File: config.mk
export PLATFORM = sky130hd
export DESIGN_NAME = vga_sync_gen
export DESIGN_NICKNAME = d
export VERILOG_FILES = /design/src/rtl/vga_sync_gen.sv
export SDC_FILE = /design/constraint.sdc
export NUM_CORES = 1
export LEC_CHECK = 0
export BUFFER_PORTS_ARGS = -buffer_cell sky130_fd_sc_hd__buf_2
export CAP_MARGIN = 0
export CORE_MARGIN = 8
export CORE_UTILIZATION = 57
export CTS_BUF_LIST = sky130_fd_sc_hd__clkbuf_8
export DETAILED_ROUTE_END_ITERATION = 7
export PLACE_DENSITY_LB_ADDON = 0.12
export SLEW_MARGIN = 20
export SYNTH_ARGS = -nofsm -noshare
export SYNTH_HDL_FRONTEND = slang
export SYNTH_SLANG_ARGS = --single-unit
File: constraint.sdc
create_clock -name clk -period 2.57 [get_ports clk]
set_input_delay 0.257 -clock clk [delete_from_list [all_inputs] [get_ports clk]]
set_output_delay 0.257 -clock clk [all_outputs]
set_load 0.02 [all_outputs]
File: src/rtl/vga_sync_gen.sv
// vga_sync_gen: VGA horizontal/vertical timing generator.
//   Counts pixels (h_cnt) and lines (v_cnt) on every clk edge where pix_en=1,
//   and produces registered active-low syncs, video_on, and one-clk
//   line/frame ticks aligned with the counters.
// Ports:
//   clk        single clock domain
//   rst_n      async active-low reset
//   pix_en     pixel-rate enable, one pixel per clk edge where high
//   hsync      horizontal sync, active-low
//   vsync      vertical sync, active-low
//   video_on   high while (pixel_x, pixel_y) is in the visible area
//   pixel_x    current horizontal count
//   pixel_y    current vertical count
//   line_tick  one-clk pulse when h_cnt wraps to 0
//   frame_tick one-clk pulse when h_cnt and v_cnt both wrap to 0
module vga_sync_gen #(
  parameter int H_ACTIVE = 640,
  parameter int H_FP     = 16,
  parameter int H_SYNC   = 96,
  parameter int H_BP     = 48,
  parameter int V_ACTIVE = 480,
  parameter int V_FP     = 10,
  parameter int V_SYNC   = 2,
  parameter int V_BP     = 33
) (
  input  logic       clk,
  input  logic       rst_n,
  input  logic       pix_en,
  output logic       hsync,
  output logic       vsync,
  output logic       video_on,
  output logic [9:0] pixel_x,
  output logic [9:0] pixel_y,
  output logic       line_tick,
  output logic       frame_tick
);

  localparam int H_TOTAL = H_ACTIVE + H_FP + H_SYNC + H_BP;
  localparam int V_TOTAL = V_ACTIVE + V_FP + V_SYNC + V_BP;

  localparam logic [9:0] H_MAX  = 10'(H_TOTAL - 1);
  localparam logic [9:0] V_MAX  = 10'(V_TOTAL - 1);
  localparam logic [9:0] H_VIS  = 10'(H_ACTIVE);
  localparam logic [9:0] V_VIS  = 10'(V_ACTIVE);
  localparam logic [9:0] HS_BEG = 10'(H_ACTIVE + H_FP);
  localparam logic [9:0] HS_END = 10'(H_ACTIVE + H_FP + H_SYNC);
  localparam logic [9:0] VS_BEG = 10'(V_ACTIVE + V_FP);
  localparam logic [9:0] VS_END = 10'(V_ACTIVE + V_FP + V_SYNC);

  logic [9:0] h_cnt, v_cnt;
  logic [9:0] h_nxt, v_nxt;
  logic       h_wrap, v_wrap;

  // Wrap on >= so any out-of-range count falls straight back to 0.
  always_comb begin
    h_wrap = (h_cnt >= H_MAX);
    v_wrap = h_wrap && (v_cnt >= V_MAX);
    h_nxt  = h_wrap ? 10'd0 : h_cnt + 10'd1;
    if (v_wrap)      v_nxt = 10'd0;
    else if (h_wrap) v_nxt = v_cnt + 10'd1;
    else             v_nxt = v_cnt;
  end

  // Syncs and video_on are decoded from the next counts so the registered
  // outputs line up with pixel_x/pixel_y in the same cycle.
  always_ff @(posedge clk or negedge rst_n) begin
    if (!rst_n) begin
      h_cnt      <= 10'd0;
      v_cnt      <= 10'd0;
      hsync      <= 1'b1;
      vsync      <= 1'b1;
      video_on   <= 1'b1;
      line_tick  <= 1'b0;
      frame_tick <= 1'b0;
    end else begin
      line_tick  <= 1'b0;
      frame_tick <= 1'b0;
      if (pix_en) begin
        h_cnt      <= h_nxt;
        v_cnt      <= v_nxt;
        hsync      <= !((h_nxt >= HS_BEG) && (h_nxt < HS_END));
        vsync      <= !((v_nxt >= VS_BEG) && (v_nxt < VS_END));
        video_on   <= (h_nxt < H_VIS) && (v_nxt < V_VIS);
        line_tick  <= h_wrap;
        frame_tick <= v_wrap;
      end
    end
  end

  assign pixel_x = h_cnt;
  assign pixel_y = v_cnt;

endmodule

# == Yosys cells after proc, flatten, opt, wreduce, memory -nomap -nowiden ==
# Cells that the tools add are included.
# word_totals
regBits,25
output_inout_bits,25
# op_classes
reduce_logical,6
n_mux,5
magnitude_cmp,8
n_addsub,2
# op_table
op,count
greater-or-equal comparator 10 bit (second input constant),3
2-to-1 mux 10 bit,3
adder 10 x 1 -> 10 bit (second input constant),2
< comparator 10 bit (second input constant),2
< comparator 10 x 9 -> 1 bit (second input constant),2
greater-or-equal comparator 10 x 9 -> 1 bit (second input constant),1
logical AND 1 bit,4
zero test 1 bit,2
2-to-1 mux 1 bit,2

# == Logic depth before layout (Yosys ltp) ==
# Gate-level depths: netlist of run 1.
# depth
word_depth,6
ltp_mapped,9
mapped_depth_nobuf,7

# == Worst setup path before layout of run 1 ==
# Ideal clock, no wire load.
# synth_path
path_kind,flip-flop to flip-flop
startpoint,reg h_cnt[0] (netlist: pixel_x[0])
endpoint,reg vsync
t_arrival_ns,2.054
synth_period_minus_slack_ns,2.145
setup_time_ns,0.091
slack_ns,0.425
path_stages_with_launch,10
cell_sequence,dfrtp_1 -> ha_1 -> and4_1 -> buf_2 -> o21ai_2 -> nor2_2 -> nand2b_4 -> buf_6 -> nor4_2 -> a31oi_1
# synth_between
elab_chain_len,6
word_cells_on_any_way,8
classes_between,order compare: 3; mux: 2; reduce/logical: 3
# synth_rtl
item,line,source
start: declaration,50,"logic [9:0] h_cnt, v_cnt;"
start signal: assignment,79,h_cnt <= h_nxt;
greater-or-equal comparator 10 bit *,56,h_wrap = (h_cnt >= H_MAX);
2-to-1 mux 10 bit or logical AND 1 bit (tied branches),"60, 57",
2-to-1 mux 10 bit *,59,if (v_wrap) v_nxt = 10'd0;
greater-or-equal comparator 10 x 9 -> 1 bit or < comparator 10 x 9 -> 1 bit (tied branches),82,vsync <= !((v_nxt >= VS_BEG) && (v_nxt < VS_END));
logical AND 1 bit *,82,
zero test 1 bit *,82,
end signal: assignment,82,
end: declaration,30,"output logic vsync,"
# Every way passes the cells marked *; elsewhere a longest branch is shown, timed or not.
# A chain may end at the register's enable or synchronous reset.

# == Worst setup path in the final report of run 1 ==
# Same ends and word-level chain as after synthesis.

==> metrics.cfg, run 1 <==
[pwr]
power_leakage_nw=0.784
vdd_drop_max_v=0.000464
powerDensity_nw_per_um2=576

[final_layout]
fillCellCount=231
drive_gt1_frac=0.221
area_growth_pct=11.3
n_antenna_cell=0
final_cells=230
multi_input_area_um2=831
fin_util=0.648
seqCellArea_um2=629
nNetsFinal=206

[synth]
synth_area_um2=1550
synth_top_area_share=0.355
yosysMostFrequentCell=nand2_1
synth_flop_cell=dfrtp_1
synth_edf_count=0
synthTopCellsByArea=dfrtp_1 36%, o21ai_0 6.1%, nand2_1 6.1%, dfstp_2 5.1%, nand3_1 3.6%
synth_simple_gate_area_share=0.241
async_flop_share=1.00
synth_top_family_by_area=simple AND/OR/NAND/NOR gates
synth-seq-cells=25
ys_top_cells_by_count=25 x nand2_1, 22 x dfrtp_1, 19 x o21ai_0
synthAdderAreaFrac=0.0242
muxShareOfSynthArea=0.0275
synthCells=178
synth_cell_types=42
ys.warnings.count=0
synth_compound_area_frac=0.210
syn_nets=184
synthXorXnorAreaFrac=0.0339
yosysSeqAreaShare=0.406
synth_top_cell_by_area=dfrtp_1
synth.avg_cell_area_um2=8.70

[placement]
placedCellCount=225
portBuffers=27
dp_hpwl_um=2720
gp_congestion=0.904

[timing]
final-setup-viol-count=0
worst_slew_pin_slew_ns=0.545
fin_crit_sh=0.919
rsz0062_at_grt=no
finalHoldViolations=0
fin_crit_ns=2.36
slew_viol_final=0
holdWs_ns=0.487
max_freq_ghz=0.423
fin_skew_ns=0.00585
slew_headroom=0.636
setup_tns_ns=0

[floorplanning]
io_pins=28
die_area_um2=4640
die_y_um=68.1
fp.coreArea_um2=2660
die_x_um=68.1
row_count=19
start_util=0.582

[setup_path]
worstPathArrival_ns=2.54
critical_path_class=register to register
critPathCaptureType=register
cp_data_required_time_ns=2.75
cp_max_fo=10
worstSetupStartpointType=register

[clocking]
cts_buffer_depth=2
cts_resized=0
h-tree-depth=1
clk_latency_ns=0.27
numCtsBuffers=3
cts.sinks=25
path_clk_slew_ns=0.09
cts_tree=built
root_buffer=clkbuf_8

[global_route]
gr-usage-all-layers=0.169
antenna_found_initial=0
grt_pass1_wl_um=6270
grt_pass1_vias=1360
globalRoute.totalOverflow=0
grt_max_degree=31

[routing]
dr_total_vias=1432
via_per_inst=6.23
wl_um=3710
ant_nets=0
first_pass_iters=4
drc=0
drtIter0Drc=99
wl_per_cell_um=16.1

[min_path]
hold_path.class=input pin to register

[outcome]
status=finished, final reports clean

[job]
drv_cap=0

-- layout make-up --
class,count,share of cell area
sequential,25,0.365
tap,31,0.0225
timing repair buffer,30,0.0929
inverter,5,0.0109
clock buffer,3,0.0239
clock inverter,1,0.00290
multi-input combinational,135,0.482
-- final timing paths --
check	start	endpoint	cells after the start	slack, ns
min	pix_en	pixel_x[8]	3	0.49
max	pixel_x[0]	vsync	7	0.21
max reg2reg	pixel_x[0]	vsync	7	0.21
min reg2reg	vsync	vsync	2	0.53
min in group asynchronous	rst_n	pixel_y[1]	2	0.51
max in group asynchronous	rst_n	video_on	2	1.69
-- cells by family (layout without fill, tap and decap cells) --
group                    Yosys count  in the layout
AO/OA/AOI/OAI                     49             49
AND/OR/NAND/NOR                   73             73
flip-flops                        25             25
XOR/XNOR                           6              6
multiplexers                       4              4
adder cells (fa/ha/maj)            3              3
buffers and inverters             18             39
-- critical path: stages (launching register included) --
cell      delay [ns]
dfrtp_1         0.46
ha_1            0.29
and4_1          0.29
o21ai_2         0.34
nor2_2          0.16
nand2b_4        0.22
nor4_2          0.37
a31oi_1         0.14
-- state kept, by name, indices dropped and copies added (netlist names) --
| signal | flops |
|---|---|
| pixel_x | 10 |
| pixel_y | 10 |
| frame_tick | 1 |
| hsync | 1 |
| line_tick | 1 |
| video_on | 1 |
| vsync | 1 |
-- placed cells by master, fill, tap and decap left out, types with 5 or more instances in the layout --
cell type,instances
o21ai_0,19
buf_2,27
and3_1,7
nor2_1,12
inv_1,5
a21oi_1,5
nand2_1,25
dfrtp_1,22
o31ai_1,6
nand3_1,11
-- per-layer routing --
| layer | GRT usage | share of wire | up-vias |
|---|---|---|---|
| met5 | 0 | 0 | - |
| met4 | 0.0512 | 0.013 | 0 |
| met3 | 0.0262 | 0.050 | 6 |
| met2 | 0.297 | 0.50 | 42 |
| met1 | 0.208 | 0.44 | 704 |
| li1 | - | - | 680 |
-- where the power goes --
group / leakage (nW) / switching (mW) / internal [mW] / total (mW)
Sequential: 0.308 / 0.0758 / 0.436 / 0.511
Clock: 0.0255 / 0.122 / 0.108 / 0.230
Combinational: 0.451 / 0.158 / 0.0929 / 0.251
-- timing repair --
action / CTS / global route
hold endpoints to repair: 22 / 0
hold buffers: 1 / 0
buffers inserted: 0 / 0
-- per-stage QoR --
stage / setup WS [ns] / total power [mW] / cell area (um^2)
floorplan: 0.425 / 0.679 / 1550
global placement: 0.419 / 0.757 / 1670
detailed placement: 0.277 / 0.766 / 1670
CTS: 0.250 / 0.996 / 1720
global route: 0.0730 / 1.05 / 1720
finish: 0.209 / 0.993 / 1720
Note: power is estimated with default switching activity, not from simulation.
==> inputs of run 2 (changes only) <==
PLACE_DENSITY = 0.81   (was default)
PLACE_DENSITY_LB_ADDON = default   (was 0.12)
==> run 2 against run 1 <==
Against the previous run: hold slack worse by 0.021 ns; clock power barely moved; highest routed layer unchanged; total power fell by 0.35%; clock skew is 0.0016 ns higher; fmax is 0.51% lower; critical path type unchanged; die area is the same; cell count fell by 0.43%.
==> metrics.cfg, run 2 (synthesized netlist as in run 1, its figures left out) <==
[routing]
drc=0  ; unchanged
first_pass_iters=4  ; unchanged
wl_per_cell_um=16.3  ; +1.1%
ant_nets=0  ; unchanged
wl_um=3740  ; +0.70%
drtIter0Drc=112  ; +13%
via_per_inst=6.24  ; +0.16%
dr_total_vias=1428  ; -0.28%

[setup_path]
cp_max_fo=16  ; +6
regToRegSetupSlack_ns=0.20  ; about the same
worstSetupStartpointType=register
reg2reg_from=pixel_x[0]
critical_path_class=register to register
cp_data_required_time_ns=2.76  ; about the same
critPathCaptureType=register
r2r_cells=7  ; unchanged
reg2reg_to=vsync
worstPathArrival_ns=2.57  ; +0.03 ns

[final_layout]
nNetsFinal=205  ; -0.49%
layout_common_cells=27 x buf_2, 25 x nand2_1, 22 x dfrtp_1, 19 x o21ai_0, 12 x nor2_1
fin_util=0.644  ; -0.00329
final_common_cell=buf_2
drive_gt1_frac=0.212  ; -0.00898
final_cell_area_um2=1720  ; -0.51%
final_cells=229  ; -0.43%
area_growth_pct=10.7
n_antenna_cell=0  ; unchanged

[timing]
worst_slew_pin_slew_ns=0.554  ; +0.00864 ns
timing.final.ws_setup_ns=0.196  ; -0.0122 ns
slew_viol_final=0  ; unchanged
slew_headroom=0.631  ; -0.00576
rsz0062_at_grt=no
fin_skew_ns=0.00743  ; +0.00158 ns
finalHoldViolations=0  ; unchanged
setup_tns_ns=0  ; unchanged
fin_crit_sh=0.924  ; +0.00475
fin_crit_ns=2.37  ; +0.0122 ns
max_freq_ghz=0.421  ; -0.51%
final-setup-viol-count=0  ; unchanged
holdWs_ns=0.466  ; -0.0206 ns

[clocking]
cts_resized=0  ; unchanged
numCtsBuffers=3  ; unchanged
h-tree-depth=1  ; unchanged
cts_tree=built
path_clk_slew_ns=0.09  ; about the same
root_buffer=clkbuf_8
clk_latency_ns=0.27  ; about the same
cts.sinks=25  ; unchanged
cts_buffer_depth=2  ; unchanged

[floorplanning]
die_area_um2=4640  ; unchanged
die_x_um=68.1  ; unchanged
fp.coreArea_um2=2660  ; unchanged
die_y_um=68.1  ; unchanged
io_pins=28  ; unchanged
start_util=0.582  ; unchanged
row_count=19  ; unchanged

[placement]
post_dp_cell_area_um2=1660  ; -0.45%
gp_congestion=0.851  ; -5.9%
placedCellCount=224  ; -0.44%
portBuffers=27  ; unchanged
pre_cts_ws_ns=0.254  ; -0.0228 ns
dp_hpwl_um=2710  ; -0.30%

[pwr]
vdd_drop_max_v=0.000535  ; +15%
power_leakage_nw=0.780  ; -0.52%
power_mw=0.989  ; -0.35%
powerDensity_nw_per_um2=577  ; +0.16%

[global_route]
grt_max_degree=31  ; unchanged
globalRoute.totalOverflow=0  ; unchanged
antenna_found_initial=0  ; unchanged
grt_pass1_wl_um=6330  ; +1.1%
grt_pass1_vias=1418  ; +4.3%
gr-usage-all-layers=0.174  ; +0.00472

[min_path]
hold_path.class=input pin to register
min_from=pix_en
hold_end=pixel_x[8]
hold_depth=3  ; unchanged

[job]
drv_cap=0  ; unchanged

[outcome]
status=finished, final reports clean

[run 2: cell types whose count changed in the layout (fill, tap and decap cells not counted), sizes merged]
cell,previous run,this run
inv,5,6
buf,29,28
clkinv,1,0
[run 2: report_power, final]
group          internal (mW)  switching [mW]
clock network          0.107           0.123
registers              0.435          0.0769
logic                 0.0926           0.154
[run 2: layout make-up]
class / count / area [um^2]
Clock buffer: 3 / 41.3
Clock inverter: 1 / 3.75
Fill cell: 230 / 947
Inverter: 5 / 18.8
Multi-Input combinational cell: 135 / 831
Sequential cell: 25 / 629
Tap cell: 31 / 38.8
Timing Repair Buffer: 29 / 153
[run 2: worst max path at each step]
| stage | slack (ns) | cells past startpoint | from | end |
|---|---|---|---|---|
| floorplan | 0.43 | 9 | pixel_x[0] | vsync |
| global placement | 0.41 | 7 | pixel_x[0] | vsync |
| detailed placement | 0.25 | 7 | pixel_x[0] | vsync |
| CTS | 0.23 | 7 | pixel_x[0] | vsync |
| global route | 0.04 | 7 | pixel_x[0] | vsync |
| finish | 0.20 | 7 | pixel_x[0] | vsync |
[run 2: what timing repair did]
action,CTS,global route
setup buffers,0,0
hold buffers,1,0
hold endpoints to repair,22,0
[run 2: metal layers]
metal | track usage | up-vias | wire [um]
li1 | - | 690 | -
met1 | 0.212 | 686 | 1630
met2 | 0.307 | 46 | 1840
met3 | 0.0245 | 6 | 215
met4 | 0.0563 | 0 | 52
met5 | 0 | - | 0
[run 2: critical path: stages, from the launching register on]
cell	delay (ns)
dfrtp_1	0.47
ha_1	0.28
and4_1	0.34
o21a_1	0.50
and3_1	0.27
xnor2_1	0.09
nor4_2	0.21
a31oi_1	0.14
